## src/rtl/fp_addsub_ctrl.sv

```systemverilog
`default_nettype none
// ============================================================================
// Module   : fp_addsub_ctrl
// Brief    : Multi-cycle IEEE754 single-precision adder/subtractor with a
//            valid/ready handshake on operands and result (truncating).
// Revision : 1.0 - initial release
// ============================================================================
module fp_addsub_ctrl #(
    parameter int SHIFT_LIMIT = 25
) (
    input  logic        clk,
    input  logic        rst,
    input  logic        start_valid,
    output logic        start_ready,
    input  logic [31:0] a,
    input  logic [31:0] b,
    input  logic        op,
    output logic [31:0] result,
    output logic        result_valid,
    input  logic        result_ready,
    output logic        busy
);

    localparam logic [8:0]  c_SHIFT_LIM = SHIFT_LIMIT[8:0];
    localparam logic [31:0] c_QNAN      = 32'h7FC0_0000;

    typedef enum logic [2:0] {
        S_IDLE  = 3'd0,
        S_EXP   = 3'd1,
        S_ALIGN = 3'd2,
        S_ADD   = 3'd3,
        S_NORM  = 3'd4,
        S_DONE  = 3'd5
    } state_t;

    state_t      r_state;
    state_t      w_next;

    logic [31:0] r_a;
    logic [31:0] r_b;
    logic        r_op;
    logic        r_sa;
    logic        r_sb;
    logic [7:0]  r_ea;
    logic [23:0] r_fa;
    logic [23:0] r_fb;
    logic [7:0]  r_diff;
    logic        r_nan;
    logic [24:0] r_sum;
    logic [7:0]  r_exp;
    logic [31:0] r_result;

    logic [7:0]  w_ea;
    logic [7:0]  w_eb;
    logic [23:0] w_fa;
    logic [23:0] w_fb;
    logic        w_sb_eff;
    logic        w_swap;
    logic        w_nan;
    logic        w_norm_exit;

    // Zero exponent flushes the operand (denormals included) to zero.
    assign w_ea     = r_a[30:23];
    assign w_eb     = r_b[30:23];
    assign w_fa     = (w_ea == 8'd0) ? 24'd0 : {1'b1, r_a[22:0]};
    assign w_fb     = (w_eb == 8'd0) ? 24'd0 : {1'b1, r_b[22:0]};
    assign w_sb_eff = r_b[31] ^ r_op;
    assign w_swap   = (w_eb > w_ea) || ((w_eb == w_ea) && (w_fb > w_fa));
    assign w_nan    = (w_ea == 8'hFF) || (w_eb == 8'hFF);

    assign w_norm_exit = r_nan || r_sum[24] || r_sum[23] ||
                         (r_sum == 25'd0) || (r_exp == 8'd1);

    assign start_ready  = (r_state == S_IDLE);
    assign busy         = (r_state != S_IDLE);
    assign result_valid = (r_state == S_DONE);
    assign result       = r_result;

    always_ff @(posedge clk) begin
        if (rst) begin
            r_state <= S_IDLE;
        end else begin
            r_state <= w_next;
        end
    end

    always_comb begin
        w_next = r_state;
        case (r_state)
            S_IDLE:  if (start_valid) w_next = S_EXP;
            S_EXP:   w_next = S_ALIGN;
            S_ALIGN: w_next = S_ADD;
            S_ADD:   w_next = S_NORM;
            S_NORM:  if (w_norm_exit) w_next = S_DONE;
            S_DONE:  if (result_ready) w_next = S_IDLE;
            default: w_next = S_IDLE;
        endcase
    end

    always_ff @(posedge clk) begin
        if (rst) begin
            r_a      <= 32'd0;
            r_b      <= 32'd0;
            r_op     <= 1'b0;
            r_sa     <= 1'b0;
            r_sb     <= 1'b0;
            r_ea     <= 8'd0;
            r_fa     <= 24'd0;
            r_fb     <= 24'd0;
            r_diff   <= 8'd0;
            r_nan    <= 1'b0;
            r_sum    <= 25'd0;
            r_exp    <= 8'd0;
            r_result <= 32'd0;
        end else begin
            case (r_state)
                S_IDLE: begin
                    if (start_valid) begin
                        r_a  <= a;
                        r_b  <= b;
                        r_op <= op;
                    end
                end
                S_EXP: begin
                    r_sa   <= w_swap ? w_sb_eff : r_a[31];
                    r_sb   <= w_swap ? r_a[31] : w_sb_eff;
                    r_ea   <= w_swap ? w_eb : w_ea;
                    r_fa   <= w_swap ? w_fb : w_fa;
                    r_fb   <= w_swap ? w_fa : w_fb;
                    r_diff <= w_swap ? (w_eb - w_ea) : (w_ea - w_eb);
                    r_nan  <= w_nan;
                end
                S_ALIGN: begin
                    r_fb <= ({1'b0, r_diff} >= c_SHIFT_LIM) ? 24'd0 : (r_fb >> r_diff);
                end
                S_ADD: begin
                    r_sum <= (r_sa == r_sb) ? ({1'b0, r_fa} + {1'b0, r_fb})
                                            : ({1'b0, r_fa} - {1'b0, r_fb});
                    r_exp <= r_ea;
                end
                S_NORM: begin
                    if (r_nan) begin
                        r_result <= c_QNAN;
                    end else if (r_sum[24]) begin
                        // Carry out: an incremented exponent of 255 saturates to infinity.
                        if (r_exp == 8'hFE) begin
                            r_result <= {r_sa, 8'hFF, 23'd0};
                        end else begin
                            r_result <= {r_sa, r_exp + 8'd1, r_sum[23:1]};
                        end
                    end else if (r_sum[23]) begin
                        r_result <= {r_sa, r_exp, r_sum[22:0]};
                    end else if (r_sum == 25'd0) begin
                        r_result <= 32'd0;
                    end else if (r_exp == 8'd1) begin
                        r_result <= {r_sa, 31'd0};
                    end else begin
                        r_sum <= r_sum << 1;
                        r_exp <= r_exp - 8'd1;
                    end
                end
                default: begin
                end
            endcase
        end
    end

endmodule
`default_nettype wire

```

## config.mk

```make
export PLATFORM = sky130hd
export DESIGN_NAME = fp_addsub_ctrl
export DESIGN_NICKNAME = d
export VERILOG_FILES = /design/src/rtl/fp_addsub_ctrl.sv
export SDC_FILE = /design/constraint.sdc
export NUM_CORES = 1
export LEC_CHECK = 0
export ABC_AREA = 1
export CORE_MARGIN = 2
export CORE_UTILIZATION = 30
export DETAILED_ROUTE_END_ITERATION = 7
export GPL_ROUTABILITY_DRIVEN = 0
export PLACE_DENSITY = 0.59
export REMOVE_ABC_BUFFERS = 1
export SETUP_SLACK_MARGIN = 0.15
export SYNTH_ARGS = -nofsm -noshare
export SYNTH_HDL_FRONTEND = slang
export SYNTH_SLANG_ARGS = --single-unit
```

## constraint.sdc

```tcl
create_clock -name clk -period 2.86 [get_ports clk]
set_input_delay 0.572 -clock clk [delete_from_list [all_inputs] [get_ports clk]]
set_output_delay 0.572 -clock clk [all_outputs]
set_load 0.1 [all_outputs]
```

==> results.json, run 1 <==
{
  "first_iter_violations": 1356,
  "synth_xor_area_share_pct": 2.44,
  "regToRegEndpoint": "r_sum[23]",
  "drive_gt1_share_pct": 31.2,
  "crit_cells": 20,
  "die_w_um": 220,
  "p_total_mw": 16.9,
  "p_leak_nw": 8.65,
  "grt_usage_pct": 21.3,
  "slew_viol_final": 0,
  "totalNegativeSetupSlack_ps": -13250,
  "crit_arrival_ps": 3620,
  "clk_pin_slew_ps": 80,
  "ioPinCount": 104,
  "nNetsFinal": 2604,
  "synth_edf_count": 0,
  "area_delta_synth_final_pct": 47.0,
  "crit_required_ps": 3290,
  "num_rows": 79,
  "r2r-start": "r_fb[0]",
  "status": "complete, but fails checks",
  "finalSetupViolCount": 84,
  "cp_num_buf_inv": 4,
  "cp_slowest_cell": "ha_1",
  "grt_start_max_net_pins": 133,
  "end_kind": "flip-flop",
  "path_delay_family": "simple AND/OR/NAND/NOR gates",
  "cts_hold_buf": 0,
  "clockBufferDepth": 2,
  "clock_latency_ps": 490,
  "rsz0062_at_grt": "yes",
  "drc": 0,
  "htreeDepth": 4,
  "timing.final.crit_share_pct": 112,
  "worstSetupStartpoint": "r_fb[0]",
  "r2r_cells": 20,
  "path_common_cell": "nor2_4",
  "viasPerCell": 5.32,
  "worstHoldPathType": "reg -> reg",
  "synth_fa_ha_area_share_pct": 6.59,
  "grt_pass1_vias": 15334,
  "skew_ps": 11.2,
  "rrSetupSlack_ps": -330,
  "grt_pass1_wl_um": 81700,
  "slew_headroom_pct": 38.5,
  "syn_inst": 2198,
  "cpPeakStageDelay_ps": 370,
  "ys_top_cells_by_count": "449 x nand2_1, 299 x a21oi_1, 214 x o21ai_0",
  "die_area_um2": 48500,
  "num_vias": 16397,
  "async_flop_share_pct": 0,
  "fmax_ghz": 0.314,
  "cts_root_buf": "clkbuf_16",
  "setup_ws_ps": -329,
  "core_um2": 46400,
  "cts.sinks": 200,
  "diodes": 0,
  "ys.flop_type": "dfxtp_1",
  "yosys.area_share.simple_pct": 30.1,
  "ys_ff_latch": 200,
  "ys_warn_count": 0,
  "port_buffers": 103,
  "drv_cap": 0,
  "cts_buffers": 17,
  "cp_cell_sequence": "inv_4 > ha_4 > nand3_4 > nor2_4 > nand2_4 > nor3_4 > buf_6 > a21oi_1 > xor2_1 > ha_1 > nand2_1 > buf_4 > nor2_2 > inv_2 > nor2_4 > and3_4 > nand2_2 > nand4_1 > nand3_2 > a21oi_2",
  "gr-total-overflow": 0,
  "violations": "setup timing",
  "antenna_found_initial": 0,
  "wl_per_cell_um": 17.7,
  "yosys.area.top_type": "dfxtp_1",
  "cts_tree": "done",
  "start_kind": "flip-flop",
  "ys_types": 57,
  "fin_util_pct": 44.4,
  "worst_pin_slew_ps": 922,
  "synth_compound_area_share_pct": 22.4,
  "synth_area_leaders": "dfxtp_1 29%, nand2_1 12%, a21oi_1 11%",
  "synth_most_common_cell": "nand2_1",
  "wl_um": 54600,
  "synth_top_family_by_area": "simple AND/OR/NAND/NOR gates",
  "dp_hpwl_um": 36100,
  "synth_mux_area_share_pct": 0,
  "syn_area_per_cell_um2": 6.38,
  "syn-cell-area_um2": 14000,
  "initial_utilization_pct": 30.2,
  "synth_seq_area_share_pct": 28.6,
  "ant_nets": 0,
  "dr.pass1.iters": 6,
  "fp.dieH_um": 220,
  "final-hold-violation-count": 0,
  "worstSetupPathType": "reg -> reg",
  "peakVddDrop_mv": 0.489,
  "finalCriticalPeriod_ps": 3190,
  "endpoint": "r_sum[23]",
  "path_max_fanout": 3,
  "power_density_nw_per_um2": 822,
  "netlist.area_leader.share_pct": 28.6
}
[flip-flops by register name, indices dropped and copies added (netlist names), 3 cells and up]
signal   flops
r_a         32
r_b         32
result      32
r_sum       25
r_fa        24
r_fb        24
r_diff       8
r_ea         8
r_exp        8
r_state      3
[timing repair]
action	4_1_cts	5_1_grt
setup buffers	44	14
gates cloned	14	2
setup endpoints to repair	85	87
pin swaps	156	161
gates resized for setup	382	239
[worst min path at each step]
stage	start	to	slack [ps]	cells past startpoint
floorplan	r_a[1]	r_a[1]	430	2
global placement	r_a[3]	r_a[3]	450	2
detailed placement	r_b[11]	r_b[11]	450	2
CTS	r_b[6]	r_b[6]	460	2
global route	result[6]	result[6]	480	2
finish	result[2]	result[2]	460	2
[cell type report]
class | count | area (um2)
Multi-Input combinational cell | 1665 | 10700
Tap cell | 607 | 759
Inverter | 201 | 778
Fill cell | 4502 | 25800
Clock inverter | 14 | 245
Sequential cell | 200 | 4010
Timing Repair Buffer | 378 | 3700
Clock buffer | 18 | 429
[through the flow]
stage	setup WS (ps)	cell area (um2)	std cells	hold slack [ps]
finish	-329	20600	3083	464
global route	-440	20600	3083	482
CTS	-191	19400	3067	462
detailed placement	-331	16700	2977	451
global placement	-296	16700	2977	449
floorplan	-2430	13400	2065	432
[layout by cell type (no fill, tap or decap), drive strengths merged, types with 6 or more instances in the layout]
master	n
a21o	7
a21oi	301
a31oi	13
buf	309
bufinv	6
clkbuf	20
clkdlybuf4s50	67
clkinv	8
dfxtp	200
ha	69
inv	201
nand2	456
nand3	208
nand4	40
nor2	197
nor3	46
o211ai	11
o21a	12
o21ai	217
o31ai	6
or2	9
xor2	34
[power breakdown]
| part | switching [mW] | internal [mW] | total [mW] |
|---|---|---|---|
| Combinational | 5.97 | 4.64 | 10.6 |
| Clock | 1.20 | 1.65 | 2.85 |
| Sequential | 0.357 | 3.12 | 3.47 |
| Total | 7.53 | 9.41 | 16.9 |
[routing by layer]
layer	part of all wire, %	global-route usage (%)	vias to the layer above	wire [um]
li1	-	-	7935	-
met3	6.2	3.67	151	3380
met2	47	35.6	642	25900
met1	42	27.2	7669	22900
met4	4.5	8.90	0	2480
met5	0	0	-	0
[kinds of logic (layout without fill, tap and decap cells)]
family	after synthesis	in the layout
XOR/XNOR	39	39
AO/OA/AOI/OAI	588	588
adder cells (fa/ha/maj)	72	72
buffers and inverters	334	611
AND/OR/NAND/NOR	965	966
flip-flops	200	200
[worst reg2reg max path, stage by stage (launching register included)]
cell     delay [ps]
dfxtp_2         340
inv_4            70
ha_4            150
nand3_4          80
nor2_4          140
nand2_4          80
nor3_4          160
buf_6           130
a21oi_1          60
xor2_1          150
ha_1            370
nand2_1         140
buf_4           170
nor2_2          190
inv_2           100
nor2_4          180
and3_4          210
nand2_2          50
nand4_1         100
nand3_2          90
a21oi_2         140
No activity file was read; power rests on OpenSTA's default activity.
==> run 2: changes to the inputs <==
--- a/config.mk
+++ b/config.mk
@@ -8,6 +8,7 @@
 export ABC_AREA = 1
 export CORE_MARGIN = 2
 export CORE_UTILIZATION = 30
+export CTS_CLUSTER_SIZE = 10
 export DETAILED_ROUTE_END_ITERATION = 7
 export GPL_ROUTABILITY_DRIVEN = 0
 export PLACE_DENSITY = 0.59
@@ -16,3 +17,4 @@
 export SYNTH_ARGS = -nofsm -noshare
 export SYNTH_HDL_FRONTEND = slang
 export SYNTH_SLANG_ARGS = --single-unit
+export TNS_END_PERCENT = 50
==> run 2 against run 1 <==
Net effect: clock power hardly changed; critical path depth is 3 higher; sequential share of layout area is 0.50 points higher; combinational power is 6% lower; flip-flop and latch count stayed put; highest routed layer unchanged; total power is 3.7% lower; fmax is 2.3% higher; the run still ends with setup timing left; design area is 2.5% lower; first-iteration DRC count is 5.0% higher; register-to-register slack better by 70 ps; clock skew hardly changed; die area stayed put.
==> results.json, run 2 (synthesized netlist as in run 1, its figures left out) <==
{
  "intPower_mw": 9.09,
  "core_um2": 46400,
  "drv_cap": 0,
  "worstHoldPathType": "reg -> reg",
  "final-hold-violation-count": 0,
  "setup_ws_ps": -257,
  "die_w_um": 220,
  "first_iter_violations": 1424,
  "cts.sinks": 200,
  "grt_pass1_vias": 14929,
  "layout_commonest_cell": "nand2_1",
  "slew_headroom_pct": 42.5,
  "worst_pin_slew_ps": 863,
  "pwr-share-seq_pct": 21.3,
  "violations": "setup timing",
  "grt_use_met1_pct": 27.2,
  "cp_num_buf_inv": 5,
  "drive_gt1_share_pct": 28.4,
  "viasPerCell": 5.29,
  "totalNegativeSetupSlack_ps": -14010,
  "wl_um": 52700,
  "cts_root_buf": "clkbuf_16",
  "timing.final.crit_share_pct": 109,
  "peakVddDrop_mv": 0.489,
  "drc": 0,
  "dr.pass1.iters": 6,
  "initial_utilization_pct": 30.2,
  "power_density_nw_per_um2": 812,
  "place_area_um2": 16700,
  "start_kind": "flip-flop",
  "grt_usage_pct": 20.9,
  "grt-busiest-layer": "met2",
  "skew_ps": 10.8,
  "cts_hold_buf": 0,
  "gr-total-overflow": 0,
  "fin_util_pct": 43.3,
  "switchingPower_mw": 7.21,
  "fp.dieH_um": 220,
  "ioPinCount": 104,
  "grt_start_max_net_pins": 133,
  "wl_per_cell_um": 17.2,
  "path_max_fanout": 4,
  "area_delta_synth_final_pct": 43.2,
  "num_rows": 79,
  "grt_util_met3_pct": 3.31,
  "fillCellCount": 4611,
  "die_area_um2": 48500,
  "antenna_found_initial": 0,
  "finalCriticalPeriod_ps": 3120,
  "slew_viol_final": 0,
  "clkPwrFrac_pct": 17.5,
  "end_kind": "flip-flop",
  "crit_arrival_ps": 3550,
  "cp_cell_sequence": "inv_2 > buf_6 > nand3_2 > nor2_1 > nand2_1 > nor2_2 > nand2_2 > nor2_2 > nand2_1 > inv_1 > nand2_2 > inv_2 > nand3_1 > nand2_1 > xor2_1 > ha_1 > inv_2 > nor3_2 > and3_4 > nand2_2 > nand4_1 > nand3_2 > a21oi_2",
  "final_cell_area_um2": 20100,
  "clockBufferDepth": 2,
  "cts_tree": "done",
  "port_buffers": 103,
  "finalSetupViolCount": 77,
  "rsz0062_at_grt": "yes",
  "diodes": 0,
  "crit_required_ps": 3290,
  "most-common-layout-cells": "358 x nand2_1, 252 x buf_4, 231 x a21oi_1",
  "cts_buffers": 17,
  "worstSetupPathType": "reg -> reg",
  "switching_share_pct": 44.2,
  "htreeDepth": 4,
  "nNetsFinal": 2593,
  "fmax_ghz": 0.321,
  "status": "complete, but fails checks",
  "ant_nets": 0,
  "cpPeakStageDelay_ps": 380,
  "p_leak_nw": 8.44,
  "cp_slowest_cell": "ha_1",
  "clk_pin_slew_ps": 80,
  "num_vias": 16254,
  "grt_pass1_wl_um": 80000,
  "use_met2_pct": 34.8,
  "dp_hpwl_um": 36100,
  "clock_latency_ps": 490,
  "path_delay_family": "simple AND/OR/NAND/NOR gates",
  "combPwrFrac_pct": 61.2
}
==> run 2: cell count changes in the layout (fill, tap and decap cells not counted), sizes merged <==
| cell | previous run | this run |
|---|---|---|
| clkinv | 8 | 9 |
| buf | 309 | 298 |
| inv | 201 | 200 |
==> run 2: per-layer routing <==
metal | vias to the layer above | share of wire, % | wire length (um)
met4 | 0 | 3.6 | 1900
li1 | 7905 | - | -
met2 | 632 | 48 | 25100
met5 | - | 0 | 0
met3 | 113 | 6.0 | 3170
met1 | 7604 | 43 | 22600
==> run 2: final timing paths <==
check,from,slack [ps],cells past startpoint,to
max reg2reg,r_fb[0],-260,23,r_sum[23]
max,r_fb[0],-260,23,r_sum[23]
min reg2reg,r_b[6],460,2,r_b[6]
min,r_b[6],460,2,r_b[6]
==> run 2: worst reg2reg max path: stages (launching register included) <==
cell and delay, ps:
dfxtp_2 330, inv_2 80, buf_6 100, nand3_2 60, nor2_1 150, nand2_1 100
nor2_2 170, nand2_2 80, nor2_2 120, nand2_1 90, inv_1 70, nand2_2 60
inv_2 60, nand3_1 60, nand2_1 100, xor2_1 70, ha_1 380, inv_2 90
nor3_2 260, and3_4 220, nand2_2 50, nand4_1 100, nand3_2 90, a21oi_2 140
==> run 2: through the flow <==
stage | std cells | setup slack (ps) | hold WS [ps] | total power, mW
CTS | 3047 | -192 | 462 | 14.6
floorplan | 2065 | -2430 | 432 | 7.27
global placement | 2977 | -296 | 449 | 9.98
global route | 3072 | -501 | 482 | 17.2
detailed placement | 2977 | -331 | 451 | 10.1
finish | 3072 | -257 | 458 | 16.3
==> run 2: timing repair <==
action / CTS / global route
setup endpoints to repair: 85 / 87
gates resized for setup: 232 / 281
setup buffers: 26 / 23
gates cloned: 12 / 2
pin swaps: 96 / 135
==> run 2: final cells by class <==
class | count | area [um2] | area share, %
well taps | 607 | 759 | 3.78
repair buffers | 367 | 3450 | 17.2
clock inverters | 14 | 245 | 1.22
multi-input cells | 1665 | 10400 | 51.8
inverters | 201 | 776 | 3.86
flip-flops and latches | 200 | 4010 | 20.0
clock buffers | 18 | 429 | 2.14
==> run 2: power by group through the flow <==
stage	clock (mW)	combinational (mW)	sequential, mW
after floorplan	0	3.82	3.45
after detailed placement	0	6.57	3.49
after global routing	3.01	10.7	3.50
final	2.85	9.99	3.47
after global placement	0	6.50	3.48
after CTS	2.91	8.26	3.43
